$ cat src/rtl/riscv_pkg.sv
// Shared RV32 pipeline constants and the fetch FSM state encoding.
package riscv_pkg;

    localparam int unsigned XLEN      = 32;
    localparam logic [31:0] RESET_PC  = 32'h0000_0000;
    localparam logic [31:0] NOP_INSTR = 32'h0000_0013;

    typedef enum logic [1:0] {
        FETCH = 2'd0,
        WAIT  = 2'd1,
        HOLD  = 2'd2
    } fetch_state_t;

endpackage

$ cat src/rtl/fetch_stage_if_id_reg.sv
// IF/ID pipeline register: flush bubbles, load captures, stall holds, otherwise bubbles.
module if_id_reg
    import riscv_pkg::*;
#(
    parameter int unsigned XLEN = riscv_pkg::XLEN
) (
    input  logic            clk,
    input  logic            rst_n,
    input  logic            i_flush,
    input  logic            i_stall,
    input  logic            i_load,
    input  logic [XLEN-1:0] i_pc,
    input  logic [31:0]     i_instr,
    output logic            o_valid,
    output logic [XLEN-1:0] o_pc,
    output logic [31:0]     o_instr
);

    always_ff @(posedge clk or negedge rst_n) begin
        if (!rst_n) begin
            o_valid <= 1'b0;
            o_pc    <= '0;
            o_instr <= NOP_INSTR;
        end else if (i_flush) begin
            o_valid <= 1'b0;
            o_instr <= NOP_INSTR;
        end else if (i_load) begin
            o_valid <= 1'b1;
            o_pc    <= i_pc;
            o_instr <= i_instr;
        end else if (!i_stall) begin
            // previous instruction advanced and nothing new arrived
            o_valid <= 1'b0;
            o_instr <= NOP_INSTR;
        end
    end

endmodule

$ cat src/rtl/fetch_stage.sv
// IF stage: PC, one-outstanding imem handshake, skid buffer and IF/ID register.
// Optional FETCH_PERF_EN adds saturating stall/flush cycle counters.
module fetch_stage
    import riscv_pkg::*;
#(
    parameter int unsigned     XLEN     = riscv_pkg::XLEN,
    parameter logic [XLEN-1:0] RESET_PC = XLEN'(riscv_pkg::RESET_PC)
) (
    input  logic            clk,
    input  logic            rst_n,
    input  logic            stall,
    input  logic            flush,
    input  logic [XLEN-1:0] branch_target,
    output logic            imem_req,
    output logic [XLEN-1:0] imem_addr,
    input  logic            imem_rvalid,
    input  logic [31:0]     imem_rdata,
    output logic            if_id_valid,
    output logic [XLEN-1:0] if_id_pc,
    output logic [31:0]     if_id_instr
`ifdef FETCH_PERF_EN
    ,
    output logic [31:0]     perf_stall_cycles,
    output logic [31:0]     perf_flush_count
`endif
);

    fetch_state_t    r_state, w_state_nxt;
    logic [XLEN-1:0] r_pc, w_pc_nxt;
    logic            r_squash, w_squash_nxt;
    logic [31:0]     r_buf, w_buf_nxt;
    logic            w_load;
    logic [31:0]     w_load_instr;
    logic [XLEN-1:0] w_target;
    logic [XLEN-1:0] w_pc_inc;
    logic            w_unused_tgt;

    assign w_target     = {branch_target[XLEN-1:2], 2'b00};
    assign w_pc_inc     = r_pc + XLEN'(4);
    assign w_unused_tgt = ^branch_target[1:0];

    // Request is held off during reset so the first pulse lands after release.
    assign imem_req  = rst_n && (r_state == FETCH) && !flush;
    assign imem_addr = r_pc;

    // Next-state, PC, squash and skid-buffer decode.
    always_comb begin
        w_state_nxt  = r_state;
        w_pc_nxt     = r_pc;
        w_squash_nxt = r_squash;
        w_buf_nxt    = r_buf;
        w_load       = 1'b0;
        w_load_instr = imem_rdata;
        case (r_state)
            FETCH: begin
                if (!flush) w_state_nxt = WAIT;
            end
            WAIT: begin
                if (imem_rvalid) begin
                    if (r_squash || flush) begin
                        w_squash_nxt = 1'b0;
                        w_state_nxt  = FETCH;
                    end else if (!stall) begin
                        w_load      = 1'b1;
                        w_pc_nxt    = w_pc_inc;
                        w_state_nxt = FETCH;
                    end else begin
                        w_buf_nxt   = imem_rdata;
                        w_state_nxt = HOLD;
                    end
                end else if (flush) begin
                    w_squash_nxt = 1'b1;
                end
            end
            HOLD: begin
                if (flush) begin
                    w_state_nxt = FETCH;
                end else if (!stall) begin
                    w_load       = 1'b1;
                    w_load_instr = r_buf;
                    w_pc_nxt     = w_pc_inc;
                    w_state_nxt  = FETCH;
                end
            end
            default: w_state_nxt = FETCH;
        endcase
        if (flush) w_pc_nxt = w_target;
    end

    always_ff @(posedge clk or negedge rst_n) begin
        if (!rst_n) begin
            r_state  <= FETCH;
            r_pc     <= RESET_PC;
            r_squash <= 1'b0;
            r_buf    <= NOP_INSTR;
        end else begin
            r_state  <= w_state_nxt;
            r_pc     <= w_pc_nxt;
            r_squash <= w_squash_nxt;
            r_buf    <= w_buf_nxt;
        end
    end

    if_id_reg #(.XLEN(XLEN)) u_if_id (
        .clk     (clk),
        .rst_n   (rst_n),
        .i_flush (flush),
        .i_stall (stall),
        .i_load  (w_load),
        .i_pc    (r_pc),
        .i_instr (w_load_instr),
        .o_valid (if_id_valid),
        .o_pc    (if_id_pc),
        .o_instr (if_id_instr)
    );

`ifdef FETCH_PERF_EN
    always_ff @(posedge clk or negedge rst_n) begin
        if (!rst_n) begin
            perf_stall_cycles <= '0;
            perf_flush_count  <= '0;
        end else begin
            if (stall && (perf_stall_cycles != '1)) perf_stall_cycles <= perf_stall_cycles + 32'd1;
            if (flush && (perf_flush_count != '1))  perf_flush_count  <= perf_flush_count + 32'd1;
        end
    end
`endif

    // A response is only legal while a request is outstanding.
    rvalid_only_in_wait: assert property (@(posedge clk) disable iff (!rst_n)
        imem_rvalid |-> (r_state == WAIT))
        else $error("imem_rvalid outside WAIT");

endmodule

$ cat config.mk
export PLATFORM = sky130hd
export DESIGN_NAME = fetch_stage
export DESIGN_NICKNAME = d
export VERILOG_FILES = /design/src/rtl/riscv_pkg.sv /design/src/rtl/fetch_stage_if_id_reg.sv /design/src/rtl/fetch_stage.sv
export SDC_FILE = /design/constraint.sdc
export NUM_CORES = 1
export LEC_CHECK = 0
export ABC_AREA = 0
export ABC_CLOCK_PERIOD_IN_PS = 4550
export CAP_MARGIN = 25
export CORE_MARGIN = 2
export CORE_UTILIZATION = 52
export CTS_CLUSTER_DIAMETER = 50
export CTS_CLUSTER_SIZE = 28
export DETAILED_ROUTE_END_ITERATION = 7
export GPL_TIMING_DRIVEN = 0
export PLACE_DENSITY = 0.85
export REMOVE_ABC_BUFFERS = 1
export SLEW_MARGIN = 40
export SYNTH_ARGS = -nofsm -noshare
export SYNTH_HDL_FRONTEND = slang
export SYNTH_SLANG_ARGS = --single-unit
$ cat constraint.sdc
create_clock -name clk -period 4.55 [get_ports clk]
set_input_delay 0.455 -clock clk [delete_from_list [all_inputs] [get_ports clk]]
set_output_delay 0.455 -clock clk [all_outputs]
set_load 0.02 [all_outputs]
==> qor.yml <==
outcome: "finished, final reports clean"
start_util_pct: 53.2
cts.clk_slew.worst_paths_ps: 50
synth.most_common_cell: "dfrtp_1"
min_path_type: "primary input to async pin"
reg2regPathDepth: 6
die_w_um: 112
grt_first_pass_wirelength_um: 26600
fmax_ghz: 0.324
die_h_um: 112
stdcell_count: 862
setup_viol: 0
totalWireLength_um: 16000
synth_seq_cells: 128
reg2reg_from: "r_state[0]$_DFFE_PN0P_"
min_period_ps: 3080
setup.worst_path.end_class: "primary output"
timing.final.crit_share_pct: 67.8
synthTopCellsByCount: "dfrtp_1 (122), mux2_2 (62), nand2_1 (62), o21ai_0 (45), mux2i_1 (30)"
slew_headroom_pct: 52.1
coreArea_um2: 11400
drc_errors: 0
drv_slew: 0
first_pass_iters: 5
grt-ovfl-total: 0
routed-via-count: 5091
drt_iter0_drc: 344
startpoint_type: "primary input"
place.gp.congestion: 0.829
skew_ps: 4.04
hpwl_um: 11000
yosysWarnings: 0
io_pins: 167
antenna_cells: 0
crit_type: "primary input to primary output"
cts.repair.resized: 0
path_cells: "dlygate4sd3_1 -> buf_8 -> buf_16 -> buf_16 -> and3_1 -> clkdlybuf4s50_1"
p_leak_nw: 3.45
mappedNetlistArea_um2: 6080
rows: 39
cts_tree: "yes"
cpMostUsedCell: "buf_16"
cts-root-buf: "clkbuf_16"
final_design_area_no_fill_um2: 8540
p_per_area_nw_per_um2: 501
die-area_um2: 12600
nNetsFinal: 782
wl_per_cell_um: 18.6
r2r_slack_ps: 2080
crit_buf_inv: 5
syn_area_per_cell_um2: 11.0
reg2reg_to: "imem_addr[24]$_DFFE_PN0P_"
crit_slowest_cell: "clkdlybuf4s50_1"
finish.utilization_pct: 74.8
placed_area_um2: 7960
yosys_most_used_dff: "dfrtp_1"
htreeDepth: 4
synth_edf_count: 0
synth_top_cell_area_share_pct: 50.2
ys_seq_area_share_pct: 52.8
synth_cell_types: 52
ant_nets: 0
cts_buffers: 17
grt_pass1_vias: 5285
clockBufferDepth: 2
peakVddDrop_mv: 0.376
synthTopCellsByArea: "dfrtp_1 (50%), mux2_2 (11%), mux2i_1 (4.9%), nand2_1 (3.8%), o21ai_0 (3.7%)"
crit_family: "buffers and inverters"
rsz0062_at_grt: "no"
place_inst: 831
async_flop_share_pct: 100
crit_fanout: 77
required_ps: 4090
drive_above_1_share_pct: 16.1
clock_sinks: 128
synth_top_area_cell: "dfrtp_1"
tightest_slew_ps: 700
grt_max_degree: 78
grt_antenna_before_repair: 0
vias_per_cell: 5.91
arrival_ps: 2630
grt_usage_pct: 26.6
cpPeakStageDelay_ps: 610
synth_cells: 554
hold_violations: 0
area_growth_pct: 40.4
clk_latency_ps: 420
drv_cap: 0
portBuffers: 160
-- cell usage in the layout, fill, tap and decap left out, types with 9 or more instances in the layout --
| master | n |
|---|---|
| mux2_2 | 62 |
| mux2i_1 | 30 |
| nor2_1 | 18 |
| a31oi_1 | 10 |
| clkdlybuf4s50_1 | 158 |
| o21ai_0 | 45 |
| nand4_1 | 19 |
| o31ai_1 | 12 |
| dfrtp_1 | 122 |
| nand3_1 | 20 |
| inv_1 | 9 |
| clkbuf_16 | 17 |
| nand2_1 | 62 |
-- cell type report --
| class | instances | area [µm²] |
|---|---|---|
| fillers | 764 | 2880 |
| well taps | 143 | 179 |
| multi-input cells | 379 | 2700 |
| clock inverters | 7 | 85.1 |
| clock buffers | 23 | 478 |
| repair buffers | 172 | 1840 |
| inverters | 10 | 38.8 |
| flip-flops and latches | 128 | 3210 |
-- power by group --
part / switching [mW] / total (mW) / internal [mW]
logic: 0.603 / 1.28 / 0.682
clock network: 0.468 / 1.30 / 0.837
registers: 0.215 / 1.69 / 1.47
-- sequential cells by signal (all words and copies together) (netlist names) --
signal           cells
u_if_id.o_valid      1
u_if_id.o_pc        30
r_squash             1
r_buf               32
u_if_id.o_instr     32
r_state              2
imem_addr           30
-- per-layer routing --
layer | global-route usage, % | vias up | routed length (µm)
li1 | - | 2321 | -
met1 | 33.4 | 2500 | 6630
met2 | 43.4 | 242 | 7830
met3 | 9.18 | 28 | 1300
met4 | 8.94 | 0 | 250
met5 | 0 | - | 0
-- per-stage QoR --
step                worst slack (ps)  hold WS, ps  power [mW]  setup TNS [ps]
floorplan                        609          159        2.34               0
global placement               -2250          462        2.88         -407430
detailed placement              1840          234        2.98               0
CTS                             1420          394        4.31               0
global route                    1340          395        4.48               0
finish                          1470          411        4.28               0
-- worst max-delay path by stage --
stage / start / endpoint / slack (ps) / cells after the start
floorplan: r_state[1]$_DFFE_PN0P_ / u_if_id.o_pc[10]$_DFFE_PN0P_ / 610 / 5
global placement: rst_n / imem_req / -2250 / 3
detailed placement: flush / imem_req / 1840 / 4
CTS: rst_n / imem_req / 1420 / 6
global route: rst_n / imem_req / 1340 / 6
finish: rst_n / imem_req / 1470 / 6
-- worst reg2reg max path, stage by stage (launching register included) --
cell	delay, ps
dfrtp_1	390
inv_1	110
ha_1	300
nand2b_1	220
a211o_1	590
or4_1	590
a31oi_1	190
-- cells by family (layout without fill, tap and decap cells) --
family,Yosys count,after routing,synth area share [%]
buf+inv,50,212,3.68
xor+xnor,6,6,0.865
flops,128,128,52.8
simple gates,172,172,14.6
fa+ha+maj,5,5,1.03
compound gates,100,100,10.6
mux,92,92,16.4
other cells,1,4,0.0617
-- timing repair --
item | in CTS | in global routing
buffers inserted | 0 | 0
hold buffers | 1 | 0
hold endpoints to repair | 2 | 0
No activity file was read; power rests on OpenSTA's default activity.
==> variant: new RTL, same flow settings <==
Encoding of `fetch_state_t`: now one-hot (3 bits for 3 states).
--- a/src/rtl/riscv_pkg.sv
+++ b/src/rtl/riscv_pkg.sv
@@ -6,8 +6,8 @@
     localparam logic [31:0] NOP_INSTR = 32'h0000_0013;
 
-    typedef enum logic [1:0] {
-        FETCH = 2'd0,
-        WAIT  = 2'd1,
-        HOLD  = 2'd2
+    typedef enum logic [2:0] {
+        FETCH = 3'b001,
+        WAIT  = 3'b010,
+        HOLD  = 3'b100
     } fetch_state_t;
 
Behaviour: no difference found for any inputs over 4 cycles, from zero or initial values and one cycle with rst_n low; so few cycles prove little.
==> variant against the unedited design <==
Wire length shrank 4.9%; via count fell by 7.2%; sequential cell count up 1; power fell by 8.6%; non-clock buffer count is 3 lower; fmax increased by 0.26%; die area decreased by 1.9%; area after synthesis is 2.0% lower; worst setup slack better by 0.0081 ns; cell area decreased by 3.4%; first-iteration DRC count shrank 14%; critical path type unchanged; critical endpoint unchanged; largest power group unchanged.
==> variant: results (changes against the unedited design) <==
- Worst slew pin tran: 0.634 ns (-0.0662 ns)
- Avg Inst Size Synth: 11.7 um^2 (+6.3%)
- Via density: 5.76 (-2.5%)
- Clock skew: 0.00870 ns (+0.00465 ns)
- Setup slack, reg-to-reg: 2.15 ns (+0.07 ns)
- XOR/XNOR Fraction of Synth Area: 1.03% (+0.16 points)
- Leak: 0.00344 uW (-0.40%)
- FF-to-FF End: u_if_id.o_pc[27]$_DFFE_PN0P_
- WL per Instance: 18.5 um (-0.20%)
- Filler cells: 769 (+0.65%)
- Worst r2r src: r_state[2]$_DFFE_PN0P_
- Largest net degree at the start of global routing: 67 (-14%)
- Met1 usage: 32.9% (-0.51 points)
- Met3 Track Usage GR: 6.83% (-2.3 points)
- Status: complete, no violations
- Hold Path Class: flip-flop to flip-flop
- Final cell count without fillers: 821 (-4.8%)
- Met2 Use GR: 41.8% (-1.6 points)
- Met3 wire len: 899 um (-31%)
- Library cells used by synthesis: 50 (-3.8%)
- Synth top area cells: dfrtp_1, mux2_2, mux2i_1, o21ai_0, nand2_1
- Gr usage total: 25.3% (-1.3 points)
- GP Congestion: 0.772 (-6.9%)
- Max Fanout on Critical Path: 66 (-14%)
- Maximum vdd ir drop: 0.288 mV (-23%)
- Arrival @ worst endpoint: 2.62 ns (about the same)
- Post-Synth Adder-Cell Area: 0.210% (-0.82 points)
- Number of nets in the layout: 735 (-6.0%)
- Vias in the first global route: 4,864 (-8.0%)
- Compound-cell area share of the yosys netlist: 11.1% (+0.55 points)
- Ratio of cells with drive above 1 in the final layout: 17.4% (+1.3 points)
- Dpl cells: 788 (-5.2%)
- DR iter-0 viols: 295 (-14%)
[variant: cell count changes after synthesis, sizes merged, moves of 5 or more]
cell / change
or4: +9
nor2: +6
nand4: -16
xor2: +6
nand3: -10
o2111ai: +5
o21ai: +5
nor2b: -7
xnor2: -5
inv: -6
a22oi: -8
a31oi: +9
nand2: -12
[variant: per-stage QoR]
stage               instance area [um^2]  util (%)  hold WS (ns)  power [uW]
global route                        8250      72.9         0.518        4070
finish                              8250      72.9         0.487        3910
CTS                                 8250      72.9         0.485        3930
detailed placement                  7670      67.7         0.432        2620
floorplan                           5740         -         0.159        2100
global placement                    7520      66.4         0.459        2560
[variant: critical path, stage by stage]
cell and delay (ns):
dlygate4sd3_1 0.56, buf_8 0.40, buf_16 0.35, and3_1 0.21, clkdlybuf4s50_1 0.60
[variant: cell type report]
class	instances	share of cell area [%]
Clock inverter	9	0.986
Inverter	4	0.197
Sequential cell	129	39.2
Timing Repair Buffer	169	21.1
Clock buffer	23	5.92
Tap cell	143	2.17
Multi-Input combinational cell	344	30.4
[variant: worst min path at each step]
stage / startpoint / endpoint
floorplan: rst_n / imem_addr[10]$_DFFE_PN0P_
global placement: u_if_id.o_valid$_DFFE_PN0P_ / u_if_id.o_valid$_DFFE_PN0P_
detailed placement: rst_n / u_if_id.o_instr[10]$_DFFE_PN0P_
CTS: u_if_id.o_instr[23]$_DFFE_PN0P_ / u_if_id.o_instr[23]$_DFFE_PN0P_
global route: u_if_id.o_pc[11]$_DFFE_PN0P_ / u_if_id.o_pc[11]$_DFFE_PN0P_
finish: u_if_id.o_instr[8]$_DFFE_PN0P_ / u_if_id.o_instr[8]$_DFFE_PN0P_
[variant: report_power, final]
group,total (uW),internal [uW],switching [uW]
logic,990,532,457
clock network,1300,806,497
registers,1620,1430,182
